==> src/rtl/apb_pkg.sv <==
// rtl/apb_pkg.sv - shared types and helpers for the APB master bridge
//
// Contents:
//   state_e : bridge FSM states (IDLE, SETUP, ACCESS, RESP)
//   err_e   : response codes returned on rsp_err
//   sel_w() : number of upper address bits used for slave selection
package apb_pkg;

  typedef enum logic [1:0] {
    IDLE   = 2'd0,
    SETUP  = 2'd1,
    ACCESS = 2'd2,
    RESP   = 2'd3
  } state_e;

  typedef enum logic [1:0] {
    ERR_OK  = 2'd0,
    ERR_SLV = 2'd1,
    ERR_DEC = 2'd2,
    ERR_TMO = 2'd3
  } err_e;

  // A single slave still needs one select bit so the decode slice is never empty.
  function automatic int sel_w(input int nslv);
    return (nslv <= 1) ? 1 : $clog2(nslv);
  endfunction

endpackage

==> src/rtl/apb_addr_decode.sv <==
// rtl/apb_addr_decode.sv - combinational slave index decode from upper address bits
//
// Ports:
//   addr       in  ADDR_W  byte address
//   idx        out SEL_W   slave index taken from addr[ADDR_W-1 -: SEL_W]
//   decode_err out 1       index does not map to an existing slave
module apb_addr_decode
  import apb_pkg::*;
#(
  parameter int ADDR_W = 8,
  parameter int NSLV   = 4,
  parameter int SEL_W  = sel_w(NSLV)
) (
  input  logic [ADDR_W-1:0] addr,
  output logic [SEL_W-1:0]  idx,
  output logic              decode_err
);

  // One extra bit so NSLV itself is representable (e.g. NSLV=16 with SEL_W=4).
  localparam logic [SEL_W:0] NSLV_L = (SEL_W + 1)'(NSLV);

  assign idx        = addr[ADDR_W-1 -: SEL_W];
  assign decode_err = ({1'b0, idx} >= NSLV_L);

endmodule

==> src/rtl/apb_bridge_nslv.sv <==
// rtl/apb_bridge_nslv.sv - APB master bridge from a CPU valid/ready request to NSLV slaves
//
// Ports:
//   pclk, Reset_n                 clock, synchronous active-low reset
//   req_valid/req_ready           CPU request handshake
//   req_write/addr/wdata/strb     CPU request payload (sampled in IDLE only)
//   rsp_valid/rsp_rdata/rsp_err   one-cycle response pulse with data and status
//   err_cnt                       saturating count of non-OK responses
//   psel/penable/pwrite/paddr/pwdata/pstrb   APB master outputs
//   pready/prdata/pslverr         per-slave APB returns
module apb_bridge_nslv
  import apb_pkg::*;
#(
  parameter int ADDR_W      = 8,
  parameter int DATA_W      = 32,
  parameter int NSLV        = 4,
  parameter int TIMEOUT_CYC = 16
) (
  input  logic                   pclk,
  input  logic                   Reset_n,
  input  logic                   req_valid,
  output logic                   req_ready,
  input  logic                   req_write,
  input  logic [ADDR_W-1:0]      req_addr,
  input  logic [DATA_W-1:0]      req_wdata,
  input  logic [DATA_W/8-1:0]    req_strb,
  output logic                   rsp_valid,
  output logic [DATA_W-1:0]      rsp_rdata,
  output logic [1:0]             rsp_err,
  output logic [7:0]             err_cnt,
  output logic [NSLV-1:0]        psel,
  output logic                   penable,
  output logic                   pwrite,
  output logic [ADDR_W-1:0]      paddr,
  output logic [DATA_W-1:0]      pwdata,
  output logic [DATA_W/8-1:0]    pstrb,
  input  logic [NSLV-1:0]        pready,
  input  logic [NSLV*DATA_W-1:0] prdata,
  input  logic [NSLV-1:0]        pslverr
);

  localparam int SEL_W  = sel_w(NSLV);
  localparam int STRB_W = DATA_W / 8;
  localparam int TMO_W  = $clog2(TIMEOUT_CYC + 1);
  localparam logic [TMO_W-1:0] TMO_MAX = TMO_W'(TIMEOUT_CYC);

  state_e              state_q, state_d;
  logic [NSLV-1:0]     psel_q, psel_d;
  logic                penable_q, penable_d;
  logic                pwrite_q, pwrite_d;
  logic [ADDR_W-1:0]   paddr_q, paddr_d;
  logic [DATA_W-1:0]   pwdata_q, pwdata_d;
  logic [STRB_W-1:0]   pstrb_q, pstrb_d;
  logic                rsp_valid_q, rsp_valid_d;
  logic [DATA_W-1:0]   rsp_rdata_q, rsp_rdata_d;
  err_e                rsp_err_q, rsp_err_d;
  logic [7:0]          err_cnt_q, err_cnt_d;
  logic [TMO_W-1:0]    tmo_q, tmo_d;

  logic [SEL_W-1:0]    dec_idx;
  logic                dec_err;
  logic [NSLV-1:0]     sel_onehot;
  logic                sel_ready;
  logic                sel_err;
  logic [DATA_W-1:0]   sel_rdata;

  apb_addr_decode #(
    .ADDR_W (ADDR_W),
    .NSLV   (NSLV),
    .SEL_W  (SEL_W)
  ) u_decode (
    .addr       (req_addr),
    .idx        (dec_idx),
    .decode_err (dec_err)
  );

  always_comb begin
    sel_onehot = '0;
    for (int i = 0; i < NSLV; i++) begin
      if (dec_idx == i[SEL_W-1:0]) sel_onehot[i] = 1'b1;
    end
  end

  // The registered psel is the mux select for the slave returns, so
  // non-selected slaves never influence the transfer.
  always_comb begin
    sel_ready = 1'b0;
    sel_err   = 1'b0;
    sel_rdata = '0;
    for (int i = 0; i < NSLV; i++) begin
      if (psel_q[i]) begin
        sel_ready = pready[i];
        sel_err   = pslverr[i];
        sel_rdata = prdata[i*DATA_W +: DATA_W];
      end
    end
  end

  always_comb begin
    state_d     = state_q;
    psel_d      = psel_q;
    penable_d   = penable_q;
    pwrite_d    = pwrite_q;
    paddr_d     = paddr_q;
    pwdata_d    = pwdata_q;
    pstrb_d     = pstrb_q;
    tmo_d       = tmo_q;
    err_cnt_d   = err_cnt_q;
    rsp_valid_d = 1'b0;
    rsp_rdata_d = '0;
    rsp_err_d   = ERR_OK;

    case (state_q)
      IDLE: begin
        if (req_valid) begin
          if (dec_err) begin
            // Unmapped slave: answer straight away, APB pins untouched.
            state_d     = RESP;
            rsp_valid_d = 1'b1;
            rsp_err_d   = ERR_DEC;
          end else begin
            state_d  = SETUP;
            psel_d   = sel_onehot;
            pwrite_d = req_write;
            paddr_d  = req_addr;
            pwdata_d = req_wdata;
            pstrb_d  = req_write ? req_strb : '0;
            tmo_d    = '0;
          end
        end
      end
      SETUP: begin
        state_d   = ACCESS;
        penable_d = 1'b1;
      end
      ACCESS: begin
        if (sel_ready) begin
          state_d     = RESP;
          psel_d      = '0;
          penable_d   = 1'b0;
          rsp_valid_d = 1'b1;
          rsp_err_d   = sel_err ? ERR_SLV : ERR_OK;
          rsp_rdata_d = (!pwrite_q && !sel_err) ? sel_rdata : '0;
        end else if (tmo_q == TMO_MAX) begin
          state_d     = RESP;
          psel_d      = '0;
          penable_d   = 1'b0;
          rsp_valid_d = 1'b1;
          rsp_err_d   = ERR_TMO;
        end else begin
          tmo_d = tmo_q + TMO_W'(1);
        end
      end
      RESP: begin
        state_d = IDLE;
      end
      default: begin
        state_d = IDLE;
      end
    endcase

    // Counted as the error response is issued so err_cnt moves with rsp_valid.
    if (rsp_valid_d && (rsp_err_d != ERR_OK) && (err_cnt_q != 8'hFF)) begin
      err_cnt_d = err_cnt_q + 8'd1;
    end
  end

  always_ff @(posedge pclk) begin
    if (!Reset_n) begin
      state_q     <= IDLE;
      psel_q      <= '0;
      penable_q   <= 1'b0;
      pwrite_q    <= 1'b0;
      paddr_q     <= '0;
      pwdata_q    <= '0;
      pstrb_q     <= '0;
      tmo_q       <= '0;
      err_cnt_q   <= '0;
      rsp_valid_q <= 1'b0;
      rsp_rdata_q <= '0;
      rsp_err_q   <= ERR_OK;
    end else begin
      state_q     <= state_d;
      psel_q      <= psel_d;
      penable_q   <= penable_d;
      pwrite_q    <= pwrite_d;
      paddr_q     <= paddr_d;
      pwdata_q    <= pwdata_d;
      pstrb_q     <= pstrb_d;
      tmo_q       <= tmo_d;
      err_cnt_q   <= err_cnt_d;
      rsp_valid_q <= rsp_valid_d;
      rsp_rdata_q <= rsp_rdata_d;
      rsp_err_q   <= rsp_err_d;
    end
  end

  assign req_ready = (state_q == IDLE) && Reset_n;
  assign rsp_valid = rsp_valid_q;
  assign rsp_rdata = rsp_rdata_q;
  assign rsp_err   = rsp_err_q;
  assign err_cnt   = err_cnt_q;
  assign psel      = psel_q;
  assign penable   = penable_q;
  assign pwrite    = pwrite_q;
  assign paddr     = paddr_q;
  assign pwdata    = pwdata_q;
  assign pstrb     = pstrb_q;

endmodule

==> config.mk <==
export PLATFORM = sky130hd
export DESIGN_NAME = apb_bridge_nslv
export DESIGN_NICKNAME = d
export VERILOG_FILES = /design/src/rtl/apb_pkg.sv /design/src/rtl/apb_addr_decode.sv /design/src/rtl/apb_bridge_nslv.sv
export SDC_FILE = /design/constraint.sdc
export NUM_CORES = 1
export LEC_CHECK = 0
export ABC_CLOCK_PERIOD_IN_PS = 3220
export BUFFER_PORTS_ARGS = -buffer_cell sky130_fd_sc_hd__buf_2
export CAP_MARGIN = 20
export CORE_AREA = 2 2 108 110
export DETAILED_ROUTE_END_ITERATION = 8
export DIE_AREA = 0 0 110 112
export PLACE_DENSITY = 0.77
export SLEW_MARGIN = 20
export SYNTH_ARGS = -nofsm -noshare
export SYNTH_HDL_FRONTEND = slang
export SYNTH_HIERARCHICAL = 1
export SYNTH_SLANG_ARGS = --single-unit
==> constraint.sdc <==
create_clock -name pclk -period 3.22 [get_ports pclk]
set_input_delay 0.644 -clock pclk [delete_from_list [all_inputs] [get_ports pclk]]
set_output_delay 0.644 -clock pclk [all_outputs]
set_load 0.1 [all_outputs]
==> reports/qor.csv <==
stage,metric,value,unit
outcome,outcome,finished clean,
synth,yosysUniqueCellTypes,42,
drt,drc,0,
grt,gr-usage-all-layers,0.220,
power_and_ir_drop,ir_worst_vdd,0.546,mV
synth,synthesis.yosys.warnings,6,
drt,via_per_inst,5.05,
synth,async_reset_ff_frac,0,
setup_path,critPathBufInv,2,
clock_network,post-cts-setup-buffer-count,0,
clock_network,tritoncts,yes,
synth,postSynthNetCount,754,
sta,timing.final.ws_setup,0.805,ns
sta,final_hold_violation_count,0,
grt,number_of_global_route_vias_before_repair,4665,
setup_path,worstReg2RegEnd,rsp_rdata[20],
setup_path,r2r.worst_path.cells,5,
setup_path,timing.critical_path.required,2.58,ns
clock_network,cts.sinks,100,
setup_path,worstSetupEndpointType,primary output,
power_and_ir_drop,swShare,0.395,
sta,layout_worst_path_cycle_share,0.750,
setup_path,cp-endpoint,psel[1],
clock_network,cts_inserted_buffers,9,
sta,rsz0062_at_grt,no,
synth,seq_area_frac_synth,0.436,
setup_path,slowest_stage,sky130_fd_sc_hd__dfxtp_1,
power_and_ir_drop,areal_power_density_over_the_cells,630,mW/mm²
setup_path,cp_top_delay_family,buffers and inverters,
die,die_w,110,µm
power_and_ir_drop,relative_contribution_of_the_clock_network_to_total_power,0.287,
place,dp_slack,0.647,ns
final_layout,commonest_non_fill_non_tap_cells_in_the_layout,"sky130_fd_sc_hd__buf_2, sky130_fd_sc_hd__dfxtp_1, sky130_fd_sc_hd__nand2_1",
power_and_ir_drop,p_leak,2.93,nW
die,die_area,0.0123,mm²
sta,slew_of_the_pin_with_the_lowest_slew_margin,0.598,ns
setup_path,r2r_start,psel[1],
sta,finalClockSkew,0.00686,ns
place,buffer_ports.inserted,277,
drt,initialDrtViolationCount,343,
sta,minimum_period_implied_by_the_final_worst_setup_slack,2.42,ns
worst_hold_path,hold_path_class,reg2reg,
final_layout,flow.area_growth_from_synthesis,38.8,%
synth,top_reg_cell_synth,sky130_fd_sc_hd__dfxtp_1,
grt,use_met2,0.377,
clock_network,clock_tree.buffer_depth,2,
setup_path,cp_cell_sequence,buf_4 -> buf_2,
synth,syn_inst,563,
setup_path,critPathLaunch,psel[1],
sta,max_clock_freq,414,MHz
final_layout,n_antenna_cell,0,
place,numPlacedInstances,945,
place,hpwlAfterDp,10400,µm
die,rows,39,
clock_network,cts.hold.buffers_added,0,
power_and_ir_drop,p_comb_frac,0.369,
drt,1st_pass_router_iterations,4,
sta,maxSlewViolCount,0,
die,area_inside_the_core_boundary,0.0112,mm²
drt,routed_wirelength,13600,µm
drt,drt_wl_cell,14.2,µm
power_and_ir_drop,internal_power,2.43,mW
grt,globalRouteOverflowTotal,0,
sta,tns,0,ns
power_and_ir_drop,sequentialPowerShare,0.344,
final_layout,fin_cells,961,
die,io-pin-count,278,
clock_network,h-tree-depth,3,
final_layout,layout-drive-gt1-share,0.379,
clock_network,worstSkewPairLatency,0.33,ns
drt,route.vias.total,4856,
synth,netlist_area,0.00460,mm²
grt,grt_first_pass_wirelength,21600,µm
synth,syn_area_per_cell,8.16,µm²
setup_path,worst_path_arrival_time,1.77,ns
sta,slew_headroom,0.602,
die,die-height,112,µm
grt,grtUsageMet1,0.254,
setup_path,startpoint_type,flip-flop,
die,start_util,0.411,
grt,grt-busiest-layer,met2,
run,cap_viol_max_count,0,
grt,grt_max_degree,66,
clock_network,post_cts_resized,0,
setup_path,worst-path-stages,2,
drt,antenna_left,0,
setup_path,max_stage_delay,0.53,ns
sta,final_setup_violation_count,0,
synth,synth_edf_count,0,
final_layout,nNetsFinal,1005,
clock_network,clk_pin_slew,0.07,ns
final_layout,mostFrequentLayoutCell,sky130_fd_sc_hd__buf_2,
power_and_ir_drop,total_net_switching_power,1.59,mW
setup_path,critPathKind,reg2out,
place,routabilityCongestion,0.861,
clock_network,ctsRootBufferMaster,sky130_fd_sc_hd__clkbuf_16,
grt,groute.layer.met3.usage,0.0626,
setup_path,crit_path_max_fanout,31,
synth,yosys_register_bits,100,
setup_path,regToRegSetupSlack,0.94,ns
grt,antenna_found_initial,0,
power_and_ir_drop,fin_total_pwr,4.02,mW
synth_stat cells (all sizes together), types with 2 or more instances:
library cell    n  area share
or3             3      0.0041
nand3          12       0.013
and3            3      0.0041
nor2b          36       0.049
nand2          94       0.077
dfxtp         100        0.44
inv             8      0.0065
mux2i           6       0.013
nor3           34       0.037
clkbuf         40       0.033
a211oi          6       0.013
buf             7       0.011
nor3b           4      0.0065
ha              7       0.019
o21ai           9      0.0098
a21oi          38       0.041
a21boi         49       0.080
nor2           49       0.041
xor2            4      0.0076
nand4           5      0.0068
a221oi         32       0.061
and2            2      0.0027
nand3b          3      0.0076
worst min-delay path by stage:
stage                     slack, ns  cells after the start  startpoint    endpoint
after floorplan                0.46                      2    tmo_q[1]    tmo_q[1]
after global placement         0.45                      2  pwdata[15]  pwdata[15]
after global routing           0.49                      2    paddr[6]    paddr[6]
after CTS                      0.46                      2    pstrb[3]    pstrb[3]
after detailed placement       0.45                      2    pstrb[3]    pstrb[3]
final                          0.46                      2    pstrb[3]    pstrb[3]
metal layers:
layer  vias to the layer above  wire, µm
met2                       181      6790
li1                       2457         -
met4                         0       434
met1                      2179      5530
met3                        39       890
met5                         -         0
logic make-up (layout without fill, tap and decap cells):
kind of cell	Yosys count	after routing	synth area share
flip-flops	100	100	0.436
adder cells (fa/ha/maj)	7	7	0.0191
multiplexers	6	6	0.0131
AO/OA/AOI/OAI	140	140	0.215
other	1	1	0.000816
AND/OR/NAND/NOR	249	249	0.257
buffers and inverters	55	310	0.0498
XOR/XNOR	5	5	0.00953
final cells by class:
| cell class | count | area, µm² |
|---|---|---|
| Clock buffer | 10 | 239 |
| Tap cell | 143 | 179 |
| Fill cell | 1062 | 4790 |
| Clock inverter | 5 | 83.8 |
| Inverter | 8 | 30.0 |
| Timing Repair Buffer | 287 | 1470 |
| Multi-Input combinational cell | 408 | 2370 |
| Sequential cell | 100 | 2000 |
sequential cells by signal (all words and copies together), names as in the netlist:
name,count
pwdata,32
rsp_rdata,32
err_cnt,8
paddr,8
tmo_q,5
psel,4
pstrb,4
rsp_err,2
state_q,2
penable,1
pwrite,1
rsp_valid,1
power by group through the flow:
stage | clock, mW | combinational [mW] | sequential [mW]
after global placement | 0 | 1.47 | 1.41
final | 1.15 | 1.48 | 1.38
after global routing | 1.24 | 1.61 | 1.39
after floorplan | 0 | 0.629 | 1.92
after CTS | 1.18 | 1.48 | 1.38
after detailed placement | 0 | 1.47 | 1.41
per-stage QoR:
stage,utilization,hold WS (ns),cell area [µm²]
2_1_floorplan,-,0.457,4600
3_3_place_gp,0.541,0.447,6040
3_5_place_dp,0.541,0.452,6040
4_1_cts,0.570,0.462,6360
5_1_grt,0.571,0.487,6380
6_report,0.571,0.458,6380
worst min-delay path, delay by kind of cell (launching register included):
family | cells | cell delay (ns)
AND/OR/NAND/NOR | 1 | 0.05
flip-flops | 1 | 0.31
AO/OA/AOI/OAI | 1 | 0.06
Note: power is estimated with default switching activity, not from simulation.
